==> src/rtl/gumnut_port_timer.sv <==
// gumnut_port_timer: programmable interval timer on the Gumnut I/O port bus.
// Four byte registers at BASE_ADDR..BASE_ADDR+3 (CTRL, RELOAD, COUNT, STATUS).
// A prescaler divides clk by PRESCALE into ticks that decrement COUNT; on
// expiry STATUS.EXP is set and int_req_o follows EXP & IE.
// Optional feature macro: GUMNUT_TIMER_OVERRUN_EN adds the STATUS.OVR flag.
module gumnut_port_timer #(
    parameter logic [7:0]  BASE_ADDR = 8'h10,
    parameter int unsigned PRESCALE  = 4
) (
    input  logic       clk,
    input  logic       rst,
    input  logic       port_cyc_i,
    input  logic       port_stb_i,
    input  logic       port_we_i,
    input  logic [7:0] port_adr_i,
    input  logic [7:0] port_dat_i,
    output logic [7:0] port_dat_o,
    output logic       port_ack_o,
    output logic       int_req_o,
    input  logic       int_ack_i
);

    localparam int unsigned PsW = (PRESCALE > 1) ? $clog2(PRESCALE) : 1;
    localparam logic [PsW-1:0] PsMax = PsW'(PRESCALE - 1);

    localparam logic [1:0] OffCtrl   = 2'd0;
    localparam logic [1:0] OffReload = 2'd1;
    localparam logic [1:0] OffCount  = 2'd2;
    localparam logic [1:0] OffStatus = 2'd3;

    // Bus-side state
    logic       ack_q, ack_d;
    logic [7:0] dat_q, dat_d;

    // Timer state
    logic           en_q, en_d;
    logic           auto_q, auto_d;
    logic           ie_q, ie_d;
    logic [7:0]     reload_q, reload_d;
    logic [7:0]     count_q, count_d;
    logic [PsW-1:0] ps_q, ps_d;
    logic           exp_q, exp_d;
    logic           ovr_rd;

    // Decoded access strobes
    logic       sel;
    logic       access;
    logic       wr;
    logic [1:0] offset;
    logic       wr_ctrl, wr_reload, wr_status;
    logic       tick;
    logic       expire;
    logic [7:0] rdata;

    // Address decode and the one-access-per-ack handshake
    always_comb begin
        sel       = port_cyc_i & port_stb_i & (port_adr_i[7:2] == BASE_ADDR[7:2]);
        access    = sel & ~ack_q;
        wr        = access & port_we_i;
        offset    = port_adr_i[1:0];
        wr_ctrl   = wr & (offset == OffCtrl);
        wr_reload = wr & (offset == OffReload);
        wr_status = wr & (offset == OffStatus);
    end

    // Read mux over current (pre-edge) register state
    always_comb begin
        rdata = 8'h00;
        unique case (offset)
            OffCtrl:   rdata = {5'b00000, ie_q, auto_q, en_q};
            OffReload: rdata = reload_q;
            OffCount:  rdata = count_q;
            OffStatus: rdata = {6'b000000, ovr_rd, exp_q};
            default:   rdata = 8'h00;
        endcase
    end

    // Ack and read data are registered together; data is zero outside an ack
    always_comb begin
        ack_d = access;
        dat_d = (access & ~port_we_i) ? rdata : 8'h00;
    end

    // Prescaler: free-runs while EN stays 1, otherwise parked at 0
    always_comb begin
        tick = en_q & (ps_q == PsMax);
        if (en_q && en_d && !tick) begin
            ps_d = ps_q + PsW'(1);
        end else begin
            ps_d = '0;
        end
    end

    // Control registers and down-counter; bus writes first, then tick effects
    always_comb begin
        en_d     = en_q;
        auto_d   = auto_q;
        ie_d     = ie_q;
        reload_d = reload_q;
        count_d  = count_q;
        expire   = 1'b0;

        if (wr_ctrl) begin
            en_d   = port_dat_i[0];
            auto_d = port_dat_i[1];
            ie_d   = port_dat_i[2];
            // Enable edge restarts a full period
            if (!en_q && port_dat_i[0]) begin
                count_d = reload_q;
            end
        end

        if (wr_reload) begin
            reload_d = port_dat_i;
            if (!en_q) begin
                count_d = port_dat_i;
            end
        end

        if (tick) begin
            if (count_q <= 8'd1) begin
                expire  = 1'b1;
                count_d = reload_q;
                // A CTRL write on the same edge keeps its EN value
                if (!auto_q && !wr_ctrl) begin
                    en_d = 1'b0;
                end
            end else begin
                count_d = count_q - 8'd1;
            end
        end
    end

    // EXP flag: clears first so a coincident expiry wins
    always_comb begin
        exp_d = exp_q;
        if (wr_status && port_dat_i[0]) begin
            exp_d = 1'b0;
        end
        if (int_ack_i) begin
            exp_d = 1'b0;
        end
        if (expire) begin
            exp_d = 1'b1;
        end
    end

`ifdef GUMNUT_TIMER_OVERRUN_EN
    logic ovr_q, ovr_d;

    // OVR flag: expiry with EXP still pending; only a STATUS write clears it
    always_comb begin
        ovr_d = ovr_q;
        if (wr_status && port_dat_i[1]) begin
            ovr_d = 1'b0;
        end
        if (expire && exp_q) begin
            ovr_d = 1'b1;
        end
    end

    // OVR register
    always_ff @(posedge clk) begin
        if (rst) begin
            ovr_q <= 1'b0;
        end else begin
            ovr_q <= ovr_d;
        end
    end

    assign ovr_rd = ovr_q;
`else
    assign ovr_rd = 1'b0;
`endif

    // State registers, synchronous reset
    always_ff @(posedge clk) begin
        if (rst) begin
            ack_q    <= 1'b0;
            dat_q    <= 8'h00;
            en_q     <= 1'b0;
            auto_q   <= 1'b0;
            ie_q     <= 1'b0;
            reload_q <= 8'h00;
            count_q  <= 8'h00;
            ps_q     <= '0;
            exp_q    <= 1'b0;
        end else begin
            ack_q    <= ack_d;
            dat_q    <= dat_d;
            en_q     <= en_d;
            auto_q   <= auto_d;
            ie_q     <= ie_d;
            reload_q <= reload_d;
            count_q  <= count_d;
            ps_q     <= ps_d;
            exp_q    <= exp_d;
        end
    end

    // Outputs straight from registered state
    always_comb begin
        port_ack_o = ack_q;
        port_dat_o = dat_q;
        int_req_o  = exp_q & ie_q;
    end

endmodule
==> config.mk <==
export PLATFORM = sky130hd
export DESIGN_NAME = gumnut_port_timer
export DESIGN_NICKNAME = d
export VERILOG_FILES = /design/src/rtl/gumnut_port_timer.sv
export SDC_FILE = /design/constraint.sdc
export NUM_CORES = 1
export LEC_CHECK = 0
export CAP_MARGIN = 20
export CORE_MARGIN = 3
export CORE_UTILIZATION = 49
export DETAILED_ROUTE_END_ITERATION = 7
export PLACE_DENSITY = 0.87
export SYNTH_ARGS = -nofsm -noshare
export SYNTH_HDL_FRONTEND = slang
export SYNTH_SLANG_ARGS = --single-unit
==> constraint.sdc <==
create_clock -name clk -period 3.15 [get_ports clk]
set_input_delay 0.63 -clock clk [delete_from_list [all_inputs] [get_ports clk]]
set_output_delay 0.63 -clock clk [all_outputs]
set_load 0.01 [all_outputs]
Yosys cells after proc, flatten, opt, wreduce, memory -nomap -nowiden:

Cells that the tools add are included.

* magnitude comparators: 1
* bitwise operators: 14
* add/subtract/negate cells: 2
* equality and inequality tests: 5
* reductions and logical operators: 13
* muxes and demuxes: 16

Operator list (count)
* $mux 8: 6
* $pmux 8 s4: 1
* $and 1x1->1: 10
* $mux 1: 9
* $le 8x1->1 const B: 1
* $sub 8x1->8 const B: 1
* $eq 2x2->1 const B: 3
* $eq 6x3->1 const B: 1
* $logic_and 1x1->1: 5
* $logic_not 1->1: 4
* $not 1->1: 4
* $reduce_or 2->1: 2
* $reduce_bool 3->1: 1
* $add 2x1->2 const B: 1
* $eq 2x1->1 const B: 1
* $logic_not 2->1: 1

* output and inout port bits: 10
* logic and storage cells: 60
* bits of input ports: 22
* bits in registers: 31

Logic depth before layout (Yosys ltp):

Gate-level depths: netlist of the first run.

* depth in word-level cells: 14
* gate-level depth with buffers: 7
* mapped depth without buffers: 6

Least setup slack after synthesis of the first run:

Ideal clock, no wire load.

* path kind: input -> register
* start point: in port_adr_i[1]
* end point: reg reload_q[1]
* path slack: 1.211 ns
* path buffers: 1
* setup time: 0.128 ns
* arrival time: 1.811 ns
* required time: 3.022 ns
* stages on the path: 6
* cell sequence: buf_2 -> nor4b_2 -> nand3_1 -> nor2_4 -> mux2i_1 -> nor2_1

* word-level cells in the longest chain between the ends: 2

RTL lines
* start: declaration: RTL line 15 `input logic [7:0] port_adr_i,`
* $eq 2x1->1: RTL line 62 `wr_reload = wr & (offset == OffReload);`
* $and 1x1->1: RTL line 62
* end signal: assignment: RTL line 194 `reload_q <= reload_d;`
* end: declaration: RTL line 39 `logic [7:0] reload_q, reload_d;`

Every way passes these cells.
A chain may end at the register's enable or synchronous reset.

Final worst setup path of the first run:

* start point: in port_adr_i[1]
* end point: reg reload_q[5]

Same word-level chain as after synthesis.

==> results.yml, run 1 <==
outcome:
  outcome: "complete, no violations"
logic_synthesis:
  syn_area_mm2: 0.00168
  avgSynthCellArea_um2: 8.84
  synthArstFlopShare: 0
  ys.flop_type: "dfxtp_1"
  seq_area_frac_synth: 0.370
  synth_edf_count: 0
  ys_seq_elements: 31
  synthCells: 190
  synth_cell_type_count: 44
  syn_nets: 215
  yosys_warnings: 0
floorplan:
  dieWidth_um: 64.5
  dieArea_mm2: 0.00417
  core_area_mm2: 0.00315
  die_y_um: 64.5
  rows: 20
  initial_core_util: 0.533
  io-pin-count: 32
placement:
  portBuffers: 31
  place_congestion: 0.848
  hpwl_mm: 2.93
  placed_cells: 256
worst_setup_path:
  start_kind: "input pin"
  cp_max_fo: 8
  worstPathCellList: "clkdlybuf4s50_1 > nor4b_2 > nand3_1 > nor2_4 > mux2i_1 > nor2_1"
  crit_arrival_ns: 2.52
  crit_type: "in2reg"
  critPathSlowestCell: "clkdlybuf4s50_1"
  crit_buf_inv: 1
  reg2reg_slack_ns: 1.00
  reg2reg_to: "count_q[5]$_SDFF_PP0_"
  cp_num_cells: 6
  r2r_cells: 5
  end_kind: "register"
  critPathTopFamily: "simple AND/OR/NAND/NOR gates"
  crit_required_ns: 3.36
  slowest_delay_ns: 0.55
  r2r-start: "count_q[0]$_SDFF_PP0_"
route:
  wirelength_mm: 3.86
  ant_nets: 0
  via_count: 1495
  avgRoutedWirePerCell_um: 14.6
  drc: 0
  drt-vias-per-instance: 5.66
  wl_met1_mm: 1.68
  highest_layer: "met4"
  wl_met3_um: 258
  drtIter0Drc: 134
  first_pass_iters: 4
  dr_wl_met2_mm: 1.84
power_and_ir_drop:
  vdd_drop_max_mv: 0.195
  total_power_w: 0.000711
  power.density_mw_per_mm2: 342
  power_leakage_nw: 0.813
layout:
  drive_gt1_frac: 0.0864
  nets: 244
  layout.cells.non_filler: 264
  layout_common_cells: "nor2_1 (34), dfxtp_1 (31), clkdlybuf4s50_1 (31)"
  insertedDiodeCount: 0
  syn_to_final_growth_pct: 23.8
  fill_cells: 264
  final_common_cell: "nor2_1"
sta:
  tightest_slew_ns: 0.890
  fin_hold_ws_ns: 0.428
  final-setup-viol-count: 0
  min_period_ns: 2.30
  fin_crit_sh: 0.731
  rsz0062_at_grt: "no"
  fin_skew_ns: 0.00353
  hold_viol_final: 0
  relSlewSlack: 0.404
  fin_tns_setup_ns: 0
  fmax_mhz: 434
  slew_viol_final: 0
clock_tree:
  cts_tree: "done"
  htree_levels: 2
  clock_path_buffers: 2
  path_clk_slew_ns: 0.09
  clock-root-buffer: "clkbuf_4"
  clk_latency_ns: 0.33
  cts_buffers: 5
  cts.sinks: 31
  cts_hold_buf: 0
  post_cts_buffers: 0
  cts_resized: 0
worst_hold_path:
  worstHoldPathCells: 1
  hp-class: "reg2reg"
  whs_endpoint: "ps_q[0]$_SDFF_PP0_"
  min_from: "ps_q[0]$_SDFF_PP0_"
global_route:
  grt_usage: 0.201
  grt_pass1_vias: 1386
  antenna_found_initial: 0
  grt_pass1_wl_mm: 6.51
  grt_overflow: 0
  grt_max_degree: 13
job:
  maxCapViolCount: 0
-- power by group --
group	switching, W	total, W	internal, W	leakage (nW)
logic	0.0000247	0.0000551	0.0000304	0.525
registers	0.000000173	0.000392	0.000392	0.250
clock network	0.000133	0.000264	0.000131	0.0386
-- flip-flops by register name, summed over array words and instances, names as in the netlist --
name        count
auto_q          1
ie_q            1
count_q         8
port_ack_o      1
port_dat_o      8
en_q            1
exp_q           1
ps_q            2
reload_q        8
-- synthesized netlist by cell type (all sizes together), types with 4 or more instances --
master	count	area (µm²)
dfxtp	31	621
nand2	14	52.6
nor2b	4	25.0
a22oi	5	37.5
a211o	4	35.0
o211ai	7	52.6
inv	4	15.0
a21oi	10	50.1
nor3	4	20.0
mux2i	20	200
nor4	4	40.0
o21ai	5	25.0
clkbuf	7	27.5
nor2	35	139
-- area by class of cell --
type,instances,area (µm²),share of cell area
Clock buffer,8,68.8,0.0331
Sequential cell,31,621,0.299
Inverter,4,15.0,0.00722
Timing Repair Buffer,32,318,0.153
Tap cell,44,55.1,0.0265
Multi-Input combinational cell,145,1000,0.482
-- per-layer routing --
layer | up-vias | track usage
li1 | 744 | -
met1 | 681 | 0.263
met2 | 61 | 0.322
met3 | 9 | 0.0399
met4 | 0 | 0.0871
met5 | - | 0
-- worst max path at each step --
stage,from,endpoint,slack [ns]
floorplan,port_adr_i[1],reload_q[1]$_SDFFE_PP0P_,1.21
global placement,port_adr_i[1],reload_q[7]$_SDFFE_PP0P_,0.58
detailed placement,port_adr_i[1],reload_q[6]$_SDFFE_PP0P_,0.52
CTS,port_adr_i[1],reload_q[5]$_SDFFE_PP0P_,0.85
global route,port_adr_i[1],reload_q[6]$_SDFFE_PP0P_,0.63
finish,port_adr_i[1],reload_q[5]$_SDFFE_PP0P_,0.85
-- cells by family (layout without fill, tap and decap cells) --
| family | count (synthesis) | count (layout) | synth area share |
|---|---|---|---|
| mux | 22 | 22 | 0.139 |
| compound gates | 38 | 38 | 0.150 |
| flops | 31 | 31 | 0.370 |
| fa+ha+maj | 3 | 3 | 0.0224 |
| buf+inv | 14 | 44 | 0.0343 |
| xor+xnor | 3 | 3 | 0.0157 |
| simple gates | 79 | 79 | 0.269 |
-- per-stage QoR --
stage	area, µm²	setup WS (ns)	utilization
2_1_floorplan	1680	1.21	-
6_report	2080	0.846	0.659
3_5_place_dp	2010	0.519	0.637
5_1_grt	2080	0.629	0.659
3_3_place_gp	2010	0.583	0.637
4_1_cts	2080	0.845	0.659
(Power assumes the default switching activity.)
==> run 2, diff against run 1 <==
==> constraint.sdc (replaced) <==
create_clock -name clk -period 2.4 [get_ports clk]
set_input_delay 0.48 -clock clk [delete_from_list [all_inputs] [get_ports clk]]
set_output_delay 0.48 -clock clk [all_outputs]
set_load 0.01 [all_outputs]
==> run 2 against run 1 <==
Against the previous run: combinational power is 46% higher; clock-buffer cell count is 1 lower; register-to-register slack worse by 0.49 ns; worst setup slack worse by 0.40 ns; power is 23% higher; first-iteration DRC count is 29% lower; global-route usage is 0.17 points higher; clock skew is 0.0096 ns higher; die area stayed put; design area is 2.7% higher; sequential power is 31% higher; clock power is 7% higher; largest cell class unchanged; highest routed layer unchanged.
==> results.yml, run 2 (same netlist as run 1, synthesis figures left out) <==
outcome:
  outcome: "complete, no violations"
clock_tree:
  cts_resized: 0
  clock-root-buffer: "clkbuf_4"
  clk_latency_ns: 0.33
  cts.sinks: 31
  htree_levels: 2
  path_clk_slew_ns: 0.10
  post_cts_buffers: 0
  cts_tree: "done"
  clock_path_buffers: 2
  cts_hold_buf: 0
  cts_buffers: 5
job:
  maxCapViolCount: 0
sta:
  setup_slack_ns: 0.442
  slew_viol_final: 0
  fin_tns_setup_ns: 0
  final-setup-viol-count: 0
  relSlewSlack: 0.703
  tightest_slew_ns: 0.444
  rsz0062_at_grt: "no"
  fin_skew_ns: 0.0131
  hold_viol_final: 0
  fmax_mhz: 511
  fin_hold_ws_ns: 0.438
  min_period_ns: 1.96
  fin_crit_sh: 0.816
worst_setup_path:
  end_kind: "register"
  reg2reg_slack_ns: 0.51
  start_kind: "input pin"
  worstSetupStartpoint: "port_adr_i[6]"
  crit_arrival_ns: 2.20
  crit_required_ns: 2.64
  r2r-start: "count_q[0]$_SDFF_PP0_"
  reg2reg_to: "count_q[6]$_SDFF_PP0_"
  r2r_cells: 6
  crit_type: "in2reg"
  cp_max_fo: 5
power_and_ir_drop:
  vdd_drop_max_mv: 0.304
  power.density_mw_per_mm2: 411
  power_leakage_nw: 0.854
layout:
  fill_cells: 269
  area.sequential_um2: 621
  nets: 254
  insertedDiodeCount: 0
  final_common_cell: "nor2_1"
  fin_util: 0.677
  drive_gt1_frac: 0.122
  multi_input_area_mm2: 0.00100
  layout_common_cells: "nor2_1 (34), dfxtp_1 (31), clkdlybuf4s50_1 (31)"
  syn_to_final_growth_pct: 27.1
floorplan:
  initial_core_util: 0.533
  core_area_mm2: 0.00315
  die_y_um: 64.5
  io-pin-count: 32
  rows: 20
  dieWidth_um: 64.5
  dieArea_mm2: 0.00417
global_route:
  grt_pass1_vias: 1409
  grt_pass1_wl_mm: 6.53
  antenna_found_initial: 0
  grt_usage: 0.203
  grt_max_degree: 16
  grt_overflow: 0
route:
  drtIter0Drc: 95
  drc: 0
  ant_nets: 0
  via_count: 1552
  wirelength_mm: 3.85
  avgRoutedWirePerCell_um: 14.1
  first_pass_iters: 4
  drt-vias-per-instance: 5.66
placement:
  portBuffers: 31
  pre_cts_ws_ns: 0.115
  hpwl_mm: 3.01
  place_congestion: 0.863
worst_hold_path:
  min_from: "ps_q[0]$_SDFF_PP0_"
  hp-class: "reg2reg"
  worstHoldPathCells: 1
  whs_endpoint: "ps_q[0]$_SDFF_PP0_"
run 2: cell count changes in the layout (fill, tap and decap cells not counted), sizes merged:
cell / delta
clkbuf: -1
clkinv: +1
buf: +10
run 2: per-stage QoR:
step / instances / area [µm²] / power [W]
6_report: 274 / 2130 / 0.000876
5_1_grt: 274 / 2130 / 0.000918
4_1_cts: 274 / 2130 / 0.000886
3_5_place_dp: 266 / 2080 / 0.000606
3_3_place_gp: 266 / 2080 / 0.000606
2_1_floorplan: 190 / 1680 / 0.000553
run 2: power breakdown:
group	leakage (nW)	total, W	internal, W	switching (W)
combinational	0.575	0.0000807	0.0000462	0.0000345
sequential	0.250	0.000514	0.000514	0.000000222
clock	0.0293	0.000282	0.000114	0.000168
total	0.854	0.000876	0.000674	0.000202
run 2: critical path, stage by stage:
cell	delay [ns]
clkdlybuf4s50_1	0.44
nor4b_2	0.35
nand3_1	0.28
nor4_1	0.42
a31oi_1	0.08
o32ai_1	0.13
run 2: layer usage:
metal,vias up,track usage,wire length [µm],part of all wire
li1,764,-,-,-
met1,734,0.282,1770,0.46
met2,50,0.304,1810,0.47
met3,4,0.0572,235,0.061
met4,0,0.0633,36,0.0093
met5,-,0,0,0
run 2: worst max path at each step:
| stage | to | slack, ns | cells after the start |
|---|---|---|---|
| 6_report | count_q[7]$_SDFF_PP0_ | 0.44 | 6 |
| 2_1_floorplan | reload_q[1]$_SDFFE_PP0P_ | 0.61 | 6 |
| 3_3_place_gp | reload_q[5]$_SDFFE_PP0P_ | 0.17 | 6 |
| 3_5_place_dp | reload_q[6]$_SDFFE_PP0P_ | 0.11 | 6 |
| 4_1_cts | reload_q[6]$_SDFFE_PP0P_ | 0.46 | 6 |
| 5_1_grt | reload_q[3]$_SDFFE_PP0P_ | 0.29 | 6 |
run 2: area by class of cell:
| class | instances | share of cell area |
|---|---|---|
| multi-input cells | 145 | 0.469 |
| flip-flops and latches | 31 | 0.291 |
| repair buffers | 42 | 0.184 |
| well taps | 44 | 0.0258 |
| clock buffers | 7 | 0.0211 |
| inverters | 4 | 0.00703 |
| clock inverters | 1 | 0.00234 |
==> run 3, diff against run 2 <==
--- a/config.mk
+++ b/config.mk
@@ -7,9 +7,9 @@
 export LEC_CHECK = 0
 export CAP_MARGIN = 20
 export CORE_MARGIN = 3
-export CORE_UTILIZATION = 49
+export CORE_UTILIZATION = 46
 export DETAILED_ROUTE_END_ITERATION = 7
-export PLACE_DENSITY = 0.87
+export PLACE_DENSITY = 0.86
 export SYNTH_ARGS = -nofsm -noshare
 export SYNTH_HDL_FRONTEND = slang
 export SYNTH_SLANG_ARGS = --single-unit
==> constraint.sdc (replaced) <==
create_clock -name clk -period 1.6 [get_ports clk]
set_input_delay 0.32 -clock clk [delete_from_list [all_inputs] [get_ports clk]]
set_output_delay 0.32 -clock clk [all_outputs]
set_load 0.01 [all_outputs]
==> run 3 against run 2 <==
Against the previous run: combinational power grew 62%; largest power group unchanged; critical endpoint is now count_q[4]$_SDFF_PP0_; cell count grew 6.9%; flip-flop and latch count is the same; core utilization grew 1.9 points; die area grew 5.9%; power grew 56%; critical path type is now reg2reg.
==> results.yml, run 3 (same netlist as run 1, synthesis figures left out) <==
outcome:
  outcome: "complete, no violations"
global_route:
  grtUsageMet2: 0.382
  grt_pass1_vias: 1575
  grt_pass1_wl_mm: 7.40
  gr-max-usage-layer: "met2"
  grt_overflow: 0
  antenna_found_initial: 0
  grt_usage: 0.226
  grt_max_degree: 14
  use_met3: 0.0612
  use_met1: 0.276
layout:
  syn_to_final_growth_pct: 41.7
  fill_cells: 250
  final_common_cell: "nor2_1"
  final_area_mm2: 0.00238
  insertedDiodeCount: 0
  area.sequential_um2: 632
  layout_common_cells: "nor2_1 (32), dfxtp_1 (26), buf_4 (26)"
  multi_input_area_mm2: 0.00107
  nets: 272
  drive_gt1_frac: 0.267
  fin_util: 0.696
route:
  first_pass_iters: 4
  avgRoutedWirePerCell_um: 16.0
  drt-vias-per-instance: 5.72
  drtIter0Drc: 142
  wirelength_mm: 4.70
  drc: 0
  ant_nets: 0
  via_count: 1676
worst_hold_path:
  min_from: "port_adr_i[6]"
  hp-class: "in2reg"
  worstHoldPathCells: 2
  whs_endpoint: "port_ack_o$_SDFF_PP0_"
worst_setup_path:
  crit_type: "reg2reg"
  reg2reg_slack_ns: 0.04
  crit_required_ns: 1.85
  cp_max_fo: 6
  slowest_delay_ns: 0.34
  critPathSlowestCell: "dfxtp_2"
  start_kind: "register"
  crit_arrival_ns: 1.81
  end_kind: "register"
  worstSetupStartpoint: "count_q[1]$_SDFF_PP0_"
  reg2reg_to: "count_q[4]$_SDFF_PP0_"
  r2r_cells: 6
  worstPathCellList: "inv_1 > ha_1 > o211ai_1 > buf_4 > a21oi_1 > a211o_1"
  r2r-start: "count_q[1]$_SDFF_PP0_"
placement:
  portBuffers: 31
  place_congestion: 0.858
  placedInstanceArea_mm2: 0.00221
  hpwl_mm: 3.50
sta:
  fmax_mhz: 639
  hold_viol_final: 0
  final-setup-viol-count: 0
  slew_viol_final: 0
  fin_hold_ws_ns: 0.383
  relSlewSlack: 0.648
  tightest_slew_ns: 0.526
  fin_crit_sh: 0.978
  rsz0062_at_grt: "yes"
  fin_skew_ns: 0.00915
  min_period_ns: 1.56
clock_tree:
  cts_tree: "done"
  cts_buffers: 5
  clk_latency_ns: 0.35
  htree_levels: 2
  path_clk_slew_ns: 0.09
  clock-root-buffer: "clkbuf_4"
  clock_path_buffers: 2
  cts.sinks: 31
  cts_hold_buf: 0
power_and_ir_drop:
  power_leakage_nw: 1.02
  vdd_drop_max_mv: 0.333
  power.density_mw_per_mm2: 574
floorplan:
  dieWidth_um: 66.4
  rows: 21
  initial_core_util: 0.492
  core_area_mm2: 0.00342
  io-pin-count: 32
  die_y_um: 66.4
  dieArea_mm2: 0.00441
job:
  maxCapViolCount: 0
-- run 3: cell types whose count changed in the layout (fill, tap and decap cells not counted), moves of 3 or more --
cell | before | now
dlygate4sd2_1 | 0 | 7
dfxtp_2 | 0 | 3
o21ai_2 | 0 | 3
dlymetal6s2s_1 | 0 | 4
buf_4 | 11 | 26
o21ai_0 | 4 | 0
dfxtp_1 | 31 | 26
clkdlybuf4s50_1 | 31 | 19
-- run 3: cell type report --
type	instances	share of cell area
multi-input cells	145	0.449
flip-flops and latches	31	0.266
repair buffers	60	0.231
well taps	46	0.0242
clock buffers	6	0.0216
inverters	4	0.00631
clock inverters	1	0.00210
-- run 3: metal layers --
| layer | share of wire | up-vias |
|---|---|---|
| met1 | 0.41 | 779 |
| met2 | 0.49 | 77 |
| li1 | - | 799 |
| met4 | 0.033 | 0 |
| met3 | 0.071 | 21 |
| met5 | 0 | - |
-- run 3: worst max-delay path: cells and delay by family (launching register included) --
family,cells,cell delay (ns)
buf+inv,2,0.28
flops,1,0.34
fa+ha+maj,1,0.23
compound gates,3,0.63
-- run 3: worst max-delay path by stage --
stage	endpoint	slack, ns
finish	count_q[4]$_SDFF_PP0_	0.04
global route	count_q[4]$_SDFF_PP0_	-0.07
CTS	count_q[6]$_SDFF_PP0_	0.002
detailed placement	reload_q[4]$_SDFFE_PP0P_	-0.58
global placement	reload_q[7]$_SDFFE_PP0P_	-0.45
floorplan	count_q[6]$_SDFF_PP0_	-0.006
-- run 3: where the power goes --
part           switching (W)  internal [W]  leakage (nW)  total (W)
Sequential       0.000000296      0.000768         0.253   0.000768
Combinational      0.0000630     0.0000683         0.731   0.000131
Clock               0.000264      0.000203        0.0341   0.000467
Total               0.000327       0.00104          1.02    0.00137
-- run 3: timing repair --
item,in CTS,in global routing
pin swaps,4,14
buffers inserted,1,2
gates resized for setup,19,20
setup endpoints to repair,29,22
-- run 3: stage by stage --
step	setup slack, ns	std cells	setup TNS, ns	total power (W)
after global routing	-0.0666	293	-0.0865	0.00142
after detailed placement	-0.582	283	-14.63	0.000919
after CTS	0.00220	291	0	0.00138
final	0.0358	293	0	0.00137
after floorplan	-0.00568	190	-0.00568	0.000832
after global placement	-0.449	283	-11.32	0.000915
